<file path="config.mk">
export PLATFORM = sky130hd
export DESIGN_NAME = ras_checkpointed_flat
export DESIGN_NICKNAME = d
export VERILOG_FILES = /design/src/rtl/ras_checkpointed_pkg.sv /design/src/rtl/ras_checkpointed_if.sv /design/src/rtl/ras_checkpointed.sv /design/src/flat_wrapper.sv
export SDC_FILE = /design/constraint.sdc
export NUM_CORES = 1
export LEC_CHECK = 0
export CORE_UTILIZATION = 55
export CTS_CLUSTER_DIAMETER = 200
export DETAILED_ROUTE_END_ITERATION = 8
export HOLD_SLACK_MARGIN = 0.15
export PLACE_DENSITY = 0.75
export SLEW_MARGIN = 0
export SYNTH_ARGS = -nofsm -noshare
export SYNTH_HDL_FRONTEND = slang
export SYNTH_SLANG_ARGS = --single-unit
</file>
<file path="constraint.sdc">
create_clock -name CLK -period 4.51 [get_ports CLK]
set_clock_uncertainty 0.15 [all_clocks]
set_input_delay 0.6765 -clock CLK [delete_from_list [all_inputs] [get_ports CLK]]
set_output_delay 0.6765 -clock CLK [all_outputs]
set_load 0.05 [all_outputs]
</file>
<file path="src/rtl/ras_checkpointed_pkg.sv">
// Branch-prediction package slice: RAS geometry defaults, checkpoint record and op decode.
// Macro RAS_REPAIR_WRITE_EN adds the top-entry value to the checkpoint record.
package ras_checkpointed_pkg;

  localparam int unsigned RAS_DEPTH        = 8;
  localparam int unsigned RAS_TARGET_WIDTH = 12;
  localparam int unsigned LOG_RAS_DEPTH    = $clog2(RAS_DEPTH);
  localparam int unsigned RAS_COUNT_WIDTH  = LOG_RAS_DEPTH + 1;

  typedef enum logic [2:0] {
    RAS_OP_HOLD,
    RAS_OP_PUSH,
    RAS_OP_POP,
    RAS_OP_SWAP,
    RAS_OP_RESTORE
  } ras_op_e;

  // Stored by the backend per in-flight branch.
  typedef struct packed {
    logic [LOG_RAS_DEPTH-1:0]    index;
    logic [RAS_COUNT_WIDTH-1:0]  count;
`ifdef RAS_REPAIR_WRITE_EN
    logic [RAS_TARGET_WIDTH-1:0] target;
`endif
  } ras_checkpoint_t;

  // Restore outranks everything; push+pop together is a top-entry replace.
  function automatic ras_op_e ras_decode_op(input logic push, input logic pop,
                                            input logic restore);
    if (restore)      return RAS_OP_RESTORE;
    if (push && pop)  return RAS_OP_SWAP;
    if (push)         return RAS_OP_PUSH;
    if (pop)          return RAS_OP_POP;
    return RAS_OP_HOLD;
  endfunction

endpackage

</file>
<file path="src/rtl/ras_checkpointed_if.sv">
// Request/response bundle between the prediction front end (master) and the RAS (slave).
interface ras_checkpointed_if #(
  parameter int unsigned RAS_DEPTH        = ras_checkpointed_pkg::RAS_DEPTH,
  parameter int unsigned RAS_TARGET_WIDTH = ras_checkpointed_pkg::RAS_TARGET_WIDTH
);

  localparam int unsigned IDX_W = $clog2(RAS_DEPTH);
  localparam int unsigned CNT_W = IDX_W + 1;

  logic                        push_valid;
  logic [RAS_TARGET_WIDTH-1:0] push_target;
  logic                        pop_valid;
  logic                        restore_valid;
  logic [IDX_W-1:0]            restore_index;
  logic [CNT_W-1:0]            restore_count;
  logic [RAS_TARGET_WIDTH-1:0] restore_target;
  logic [RAS_TARGET_WIDTH-1:0] top_target;
  logic                        empty;
  logic [IDX_W-1:0]            index;
  logic [CNT_W-1:0]            count;

  modport master (
    output push_valid, push_target, pop_valid,
    output restore_valid, restore_index, restore_count, restore_target,
    input  top_target, empty, index, count
  );

  modport slave (
    input  push_valid, push_target, pop_valid,
    input  restore_valid, restore_index, restore_count, restore_target,
    output top_target, empty, index, count
  );

endinterface

</file>
<file path="src/rtl/ras_checkpointed.sv">
// Return address stack with overflow wrap-around and single-cycle checkpoint restore.
// Macro RAS_REPAIR_WRITE_EN: restore also rewrites the entry at the restored pointer.
module ras_checkpointed #(
  parameter int unsigned RAS_DEPTH        = ras_checkpointed_pkg::RAS_DEPTH,
  parameter int unsigned RAS_TARGET_WIDTH = ras_checkpointed_pkg::RAS_TARGET_WIDTH
) (
  input logic               CLK,
  input logic               nRST,
  ras_checkpointed_if.slave ras
);

  localparam int unsigned      IDX_W    = $clog2(RAS_DEPTH);
  localparam int unsigned      CNT_W    = IDX_W + 1;
  localparam logic [CNT_W-1:0] CNT_FULL = CNT_W'(RAS_DEPTH);
  localparam logic [CNT_W-1:0] CNT_ONE  = CNT_W'(1);
  localparam logic [IDX_W-1:0] IDX_ONE  = IDX_W'(1);

  logic [RAS_TARGET_WIDTH-1:0] entry_q [RAS_DEPTH];
  logic [IDX_W-1:0]            ptr_q, ptr_d;
  logic [CNT_W-1:0]            cnt_q, cnt_d;
  logic                        wr_en;
  logic [IDX_W-1:0]            wr_idx;
  logic [RAS_TARGET_WIDTH-1:0] wr_data;
  ras_checkpointed_pkg::ras_op_e op;

  assign op = ras_checkpointed_pkg::ras_decode_op(ras.push_valid, ras.pop_valid,
                                                  ras.restore_valid);

`ifndef RAS_REPAIR_WRITE_EN
  logic unused_restore_target;
  assign unused_restore_target = ^ras.restore_target;
`endif

  always_comb begin
    ptr_d   = ptr_q;
    cnt_d   = cnt_q;
    wr_en   = 1'b0;
    wr_idx  = ptr_q;
    wr_data = ras.push_target;
    unique case (op)
      ras_checkpointed_pkg::RAS_OP_RESTORE: begin
        ptr_d = ras.restore_index;
        cnt_d = (ras.restore_count > CNT_FULL) ? CNT_FULL : ras.restore_count;
`ifdef RAS_REPAIR_WRITE_EN
        wr_en   = 1'b1;
        wr_idx  = ras.restore_index;
        wr_data = ras.restore_target;
`endif
      end
      ras_checkpointed_pkg::RAS_OP_PUSH: begin
        // Pointer wraps modulo depth; a full stack silently drops its oldest entry.
        ptr_d  = ptr_q + IDX_ONE;
        wr_en  = 1'b1;
        wr_idx = ptr_q + IDX_ONE;
        cnt_d  = (cnt_q == CNT_FULL) ? CNT_FULL : cnt_q + CNT_ONE;
      end
      ras_checkpointed_pkg::RAS_OP_POP: begin
        if (cnt_q != '0) begin
          ptr_d = ptr_q - IDX_ONE;
          cnt_d = cnt_q - CNT_ONE;
        end
      end
      ras_checkpointed_pkg::RAS_OP_SWAP: begin
        wr_en = 1'b1;
        if (cnt_q == '0) cnt_d = CNT_ONE;
      end
      default: ;
    endcase
  end

  always_ff @(posedge CLK or negedge nRST) begin
    if (!nRST) begin
      for (int unsigned i = 0; i < RAS_DEPTH; i++) entry_q[i] <= '0;
      ptr_q <= '0;
      cnt_q <= '0;
    end else begin
      ptr_q <= ptr_d;
      cnt_q <= cnt_d;
      if (wr_en) entry_q[wr_idx] <= wr_data;
    end
  end

  assign ras.top_target = entry_q[ptr_q];
  assign ras.empty      = (cnt_q == '0);
  assign ras.index      = ptr_q;
  assign ras.count      = cnt_q;

endmodule

</file>
<file path="src/flat_wrapper.sv">
// flat-port wrapper written by rule: the top's interface ports become plain ports
module ras_checkpointed_flat 
#(
  parameter int unsigned RAS_DEPTH        = ras_checkpointed_pkg::RAS_DEPTH,
  parameter int unsigned RAS_TARGET_WIDTH = ras_checkpointed_pkg::RAS_TARGET_WIDTH
)
  (CLK, nRST, ras_push_valid, ras_push_target, ras_pop_valid, ras_restore_valid, ras_restore_index, ras_restore_count, ras_restore_target, ras_top_target, ras_empty, ras_index, ras_count);
  ras_checkpointed_if #(.RAS_DEPTH(RAS_DEPTH), .RAS_TARGET_WIDTH(RAS_TARGET_WIDTH)) ras_i ();
  input logic CLK;
  input logic nRST;
  input wire logic [$bits(ras_i.push_valid)-1:0] ras_push_valid;
  input wire logic [$bits(ras_i.push_target)-1:0] ras_push_target;
  input wire logic [$bits(ras_i.pop_valid)-1:0] ras_pop_valid;
  input wire logic [$bits(ras_i.restore_valid)-1:0] ras_restore_valid;
  input wire logic [$bits(ras_i.restore_index)-1:0] ras_restore_index;
  input wire logic [$bits(ras_i.restore_count)-1:0] ras_restore_count;
  input wire logic [$bits(ras_i.restore_target)-1:0] ras_restore_target;
  output wire logic [$bits(ras_i.top_target)-1:0] ras_top_target;
  output wire logic [$bits(ras_i.empty)-1:0] ras_empty;
  output wire logic [$bits(ras_i.index)-1:0] ras_index;
  output wire logic [$bits(ras_i.count)-1:0] ras_count;
  assign ras_i.push_valid = ras_push_valid;
  assign ras_i.push_target = ras_push_target;
  assign ras_i.pop_valid = ras_pop_valid;
  assign ras_i.restore_valid = ras_restore_valid;
  assign ras_i.restore_index = ras_restore_index;
  assign ras_i.restore_count = ras_restore_count;
  assign ras_i.restore_target = ras_restore_target;
  assign ras_top_target = ras_i.top_target;
  assign ras_empty = ras_i.empty;
  assign ras_index = ras_i.index;
  assign ras_count = ras_i.count;
  ras_checkpointed #(.RAS_DEPTH(RAS_DEPTH), .RAS_TARGET_WIDTH(RAS_TARGET_WIDTH)) u_core (.CLK(CLK), .nRST(nRST), .ras(ras_i));
endmodule
</file>
# Yosys cells after proc, flatten, opt, wreduce, memory -nomap -nowiden
# Index checks and enable logic that the tools add are counted.
# W data, S select, Z words.
# classes
n_mux	33
shifts	0
order_cmp	4
eq_ne	7
n_mul	0
div	0
bitwise	2
n_addsub	4
n_reduce_logical	9
# op_table
cell	count
$bwmux W96	1
$bmux W12 S3	1
$demux W12 S3	1
$mux W12	3
$mux W3	10
$mux W4	4
$pmux W4 S4	1
$mux W1	11
$pmux W3 S3	1
$ge A4 B4 Y1 const B	2
$not A3 Y4	2
$reduce_bool A4 Y1	2
$eq A3 B2 Y1 const B	2
$add A4 B1 Y4 const B	1
$eq A4 B4 Y1 const B	1
$gt A4 B4 Y1 const B	1
$logic_not A4 Y1	1
$lt A4 B1 Y1 const B	1
$sub A4 B1 Y4 const B	1
$add A3 B1 Y3 const B	1
$eq A3 B1 Y1 const B	1
$eq A3 B3 Y1 const B	1
$reduce_and A3 Y1	1
$reduce_bool A3 Y1	1
6 further kinds	7
# word_totals
wordCells	69
mem_bits_ro	0
register_bits	103
mem_bits_rw	0
latchBits	0
memories	0
input_bits	36

# Depth between registers and ports, before layout
# logic_depth
depth_word	20
ltp_mapped	8

# Worst setup path before layout
# OpenSTA, ideal clock, no wires.
# synth_path
path_type	reg2out
startpoint	register u_core.ptr_q[0], in the netlist u_core.ras.index[0]
endpoint	output ras_top_target[0]
path_stages_with_launch	5
required_time_ns	3.684
setup_slack_ns	1.462
arrival_ns	2.221
path_cell_list	dfrtp_1 buf_2 buf_2 mux4_2 mux2_2
# synth_between
elab_chain_len	4
# synth_lines
item	line_no	text
start, declared	ras_checkpointed.sv:19	logic [IDX_W-1:0] ptr_q, ptr_d;
start signal, assigned	ras_checkpointed.sv:77	ptr_q <= ptr_d;
$not A3 Y4 (implied by the code)	ras_checkpointed.sv:83	assign ras.top_target = entry_q[ptr_q];
$bmux W12 S3	ras_checkpointed.sv:83	
$mux W12 (implied by the code) (2 in a row)	ras_checkpointed.sv:83	
end, declared	flat_wrapper.sv:18	output wire logic [$bits(ras_i.top_target)-1:0] ras_top_target;
# Every way passes these cells. The select of a mux whose other input is x is not followed.

# Worst setup path in the final report
# layout_path
startpoint	register u_core.ptr_q[0], in the netlist u_core.ras.index[0]
endpoint	output ras_top_target[4]
# Same word-level chain as after synthesis.

==> results.yml <==
yosys:
  synth_area_leaders: "dfrtp_1, mux2_2, mux4_2"
  synth_edf_count: 0
  netlist_area_sq_mm: 0.00516
  yosysWarnings: 0
  ys_ff_latch: 103
  synthDistinctLibCells: 45
  ys_seq_area_share_pct: 49.9
  syn-num-nets: 397
  synth_commonest_cells: "mux2_2, dfrtp_1, mux4_2"
  avgSynthCellArea_sq_um: 14.5
  postSynth.asyncResetShare_pct: 100
  synth_ff_type: "dfrtp_1"
  synthCells: 357
  synth.most_common_cell: "mux2_2"
  synth_top_area_share_pct: 49.9
  yosys.area.top_type: "dfrtp_1"
sta:
  timing.max_slew.rel_slack_pct: 32.1
  clock.fmax_mhz: 258
  post-route-min-period_ps: 3880
  worstMarginPinSlew_ps: 1020
  final_hold_viol_count: 0
  report.final.setup_viol: 0
  holdWs_ps: 262
  setup_tns_ps: 0
  finalCritPeriodShare_pct: 85.9
  finalMaxSlewViolations: 0
  rsz0062_at_grt: "no"
layout:
  diodes: 0
  drive_gt1_share_pct: 42.0
  synthToLayoutAreaGrowth_pct: 12.6
  final_nets: 433
detailed_routing:
  dr_total_vias: 3072
  drtIter0Drc: 88
  highest_layer: "met4"
  via_per_inst: 6.07
  ant_nets: 0
  wl_per_cell_um: 19.6
  dr_wl_met3_um: 398
  totalWireLength_um: 9920
  wl_met2_um: 4980
  dr.pass1.iters: 4
  wl_met1_um: 4450
  drc: 0
clock_network:
  clk_latency_ps: 360
  cts_resized: 0
  clockBufferDepth: 2
  cts_tree: "built"
  root_buffer: "clkbuf_8"
  clk_pin_slew_ps: 100
  cts_setup_buffers: 0
  cts_buffers: 9
  htreeDepth: 3
  hold_buffers: 0
  cts_sinks: 103
grt:
  grt_max_degree: 74
  antenna_found_initial: 0
  grt_usage_pct: 22.6
  grt_overflow: 0
  grt_pass1_vias: 3307
  grt_pass1_wl_um: 16800
worst_setup_path:
  critPathCaptureType: "output port"
  crit_fanout: 32
  crit_family: "flip-flops"
  cp.required_ps: 3680
  crit_buf_inv: 1
  worstPathArrival_ps: 3050
  cpPeakStageDelay_ps: 1050
  start_kind: "register"
  r2r-start: "u_core.ras.index[0]$_DFFE_PN0P_"
  worstSetupPathType: "register to output port"
  crit_chain: "mux4_2 > mux2_2 > clkdlybuf4s50_1"
  crit_slowest_cell: "dfrtp_2"
  r2r-end: "u_core.entry_q[34]$_DFFE_PN0P_"
  rrSetupSlack_ps: 1190
  ff2ff_path_depth: 5
power:
  ir_worst_vdd_mv: 0.424
  p_int_w: 0.00237
  pwr-share-clk_pct: 15.2
  p_leak_nw: 2.44
  switchingPower_w: 0.00125
  p_sw_share_pct: 34.5
  p_comb_share_pct: 40.3
  power.density_mw_per_mm2: 624
  power.share.sequential_pct: 44.5
placement:
  port_buffers: 43
  routabilityCongestion: 0.749
  dpl.hpwl_um: 6380
flow_run:
  drv_cap: 0
floorplan:
  ios: 56
  die_area_sq_mm: 0.00978
  die_x_um: 98.9
  rows: 34
  initial_core_util_pct: 58.0
  die_h_um: 98.9
  core_area_sq_mm: 0.00889
run_status:
  status: "finished clean"
hold_path:
  hold_path.class: "input port to asynchronous set/reset pin"
-- worst register-to-register path, cell delays in order, from the launching register on --
cell     delay, ps
dfrtp_2       1050
inv_1          210
ha_1           430
mux2_4         320
nor2_2         640
mux2_2         420
-- sequential cells by signal, indices dropped and copies added, names as in the netlist --
name and cells:
u_core.ras.index 3, u_core.entry_q 96, u_core.ras.count 4
-- power by group through the flow --
stage	Sequential, W	Combinational (W)	Clock [W]
finish	0.00162	0.00146	0.000550
global route	0.00168	0.00157	0.000600
CTS	0.00162	0.00148	0.000565
detailed placement	0.00164	0.00147	0
global placement	0.00161	0.00143	0
floorplan	0.00156	0.00114	0
-- per-stage QoR --
step                instances  utilization (%)  cell area, sq um  setup WS [ps]  total power, W
floorplan                 357                -              5160           1460         0.00270
global placement          490             63.2              5620            909         0.00304
detailed placement        490             63.2              5620            895         0.00311
CTS                       506             65.4              5810            567         0.00366
global route              506             65.4              5810            451         0.00385
finish                    506             65.4              5810            634         0.00363
-- worst max-delay path by stage --
stage	start	end	slack, ps	depth (start not counted)
6_report	u_core.ras.index[0]$_DFFE_PN0P_	ras_top_target[4]	630	3
4_1_cts	u_core.ras.index[0]$_DFFE_PN0P_	ras_top_target[4]	570	3
2_1_floorplan	u_core.ras.index[0]$_DFFE_PN0P_	ras_top_target[0]	1460	4
3_3_place_gp	ras_restore_valid	u_core.entry_q[34]$_DFFE_PN0P_	910	5
3_5_place_dp	ras_restore_valid	u_core.entry_q[34]$_DFFE_PN0P_	890	5
5_1_grt	u_core.ras.index[0]$_DFFE_PN0P_	ras_top_target[4]	450	3
-- cells in the final DEF, fill, tap and decap left out, types with 5 or more instances in the layout --
| cell type | Yosys | routed |
|---|---|---|
| mux2_2 | 107 | 107 |
| nand2_1 | 9 | 9 |
| o21ai_0 | 6 | 6 |
| nor2b_1 | 5 | 5 |
| a21oi_1 | 9 | 9 |
| mux4_2 | 24 | 24 |
| dfrtp_1 | 103 | 102 |
| clkdlybuf4s50_1 | 0 | 42 |
| buf_4 | 2 | 7 |
| inv_1 | 9 | 9 |
| clkbuf_8 | 0 | 9 |
-- cell type report --
cell class                      count  area (sq um)
Tap cell                          108           135
Clock buffer                       10           128
Multi-Input combinational cell    221          2400
Sequential cell                   103          2580
Timing Repair Buffer               49           473
Fill cell                         702          3080
Inverter                            9          33.8
Clock inverter                      6          62.6
-- routing by layer --
metal / vias up / global-route usage [%]
met5: - / 0
met4: 0 / 5.74
met3: 9 / 4.89
met2: 60 / 38.2
met1: 1599 / 29.8
li1: 1404 / -
-- kinds of logic after synthesis --
logic type	count (synthesis)	share of synthesized area, %
flip-flops	103	49.9
AO/OA/AOI/OAI	35	4.61
XOR/XNOR	5	0.848
buffers and inverters	33	3.56
multiplexers	138	35.4
AND/OR/NAND/NOR	39	4.68
adder cells (fa/ha/maj)	4	0.970
Note: power is estimated with default switching activity, not from simulation.
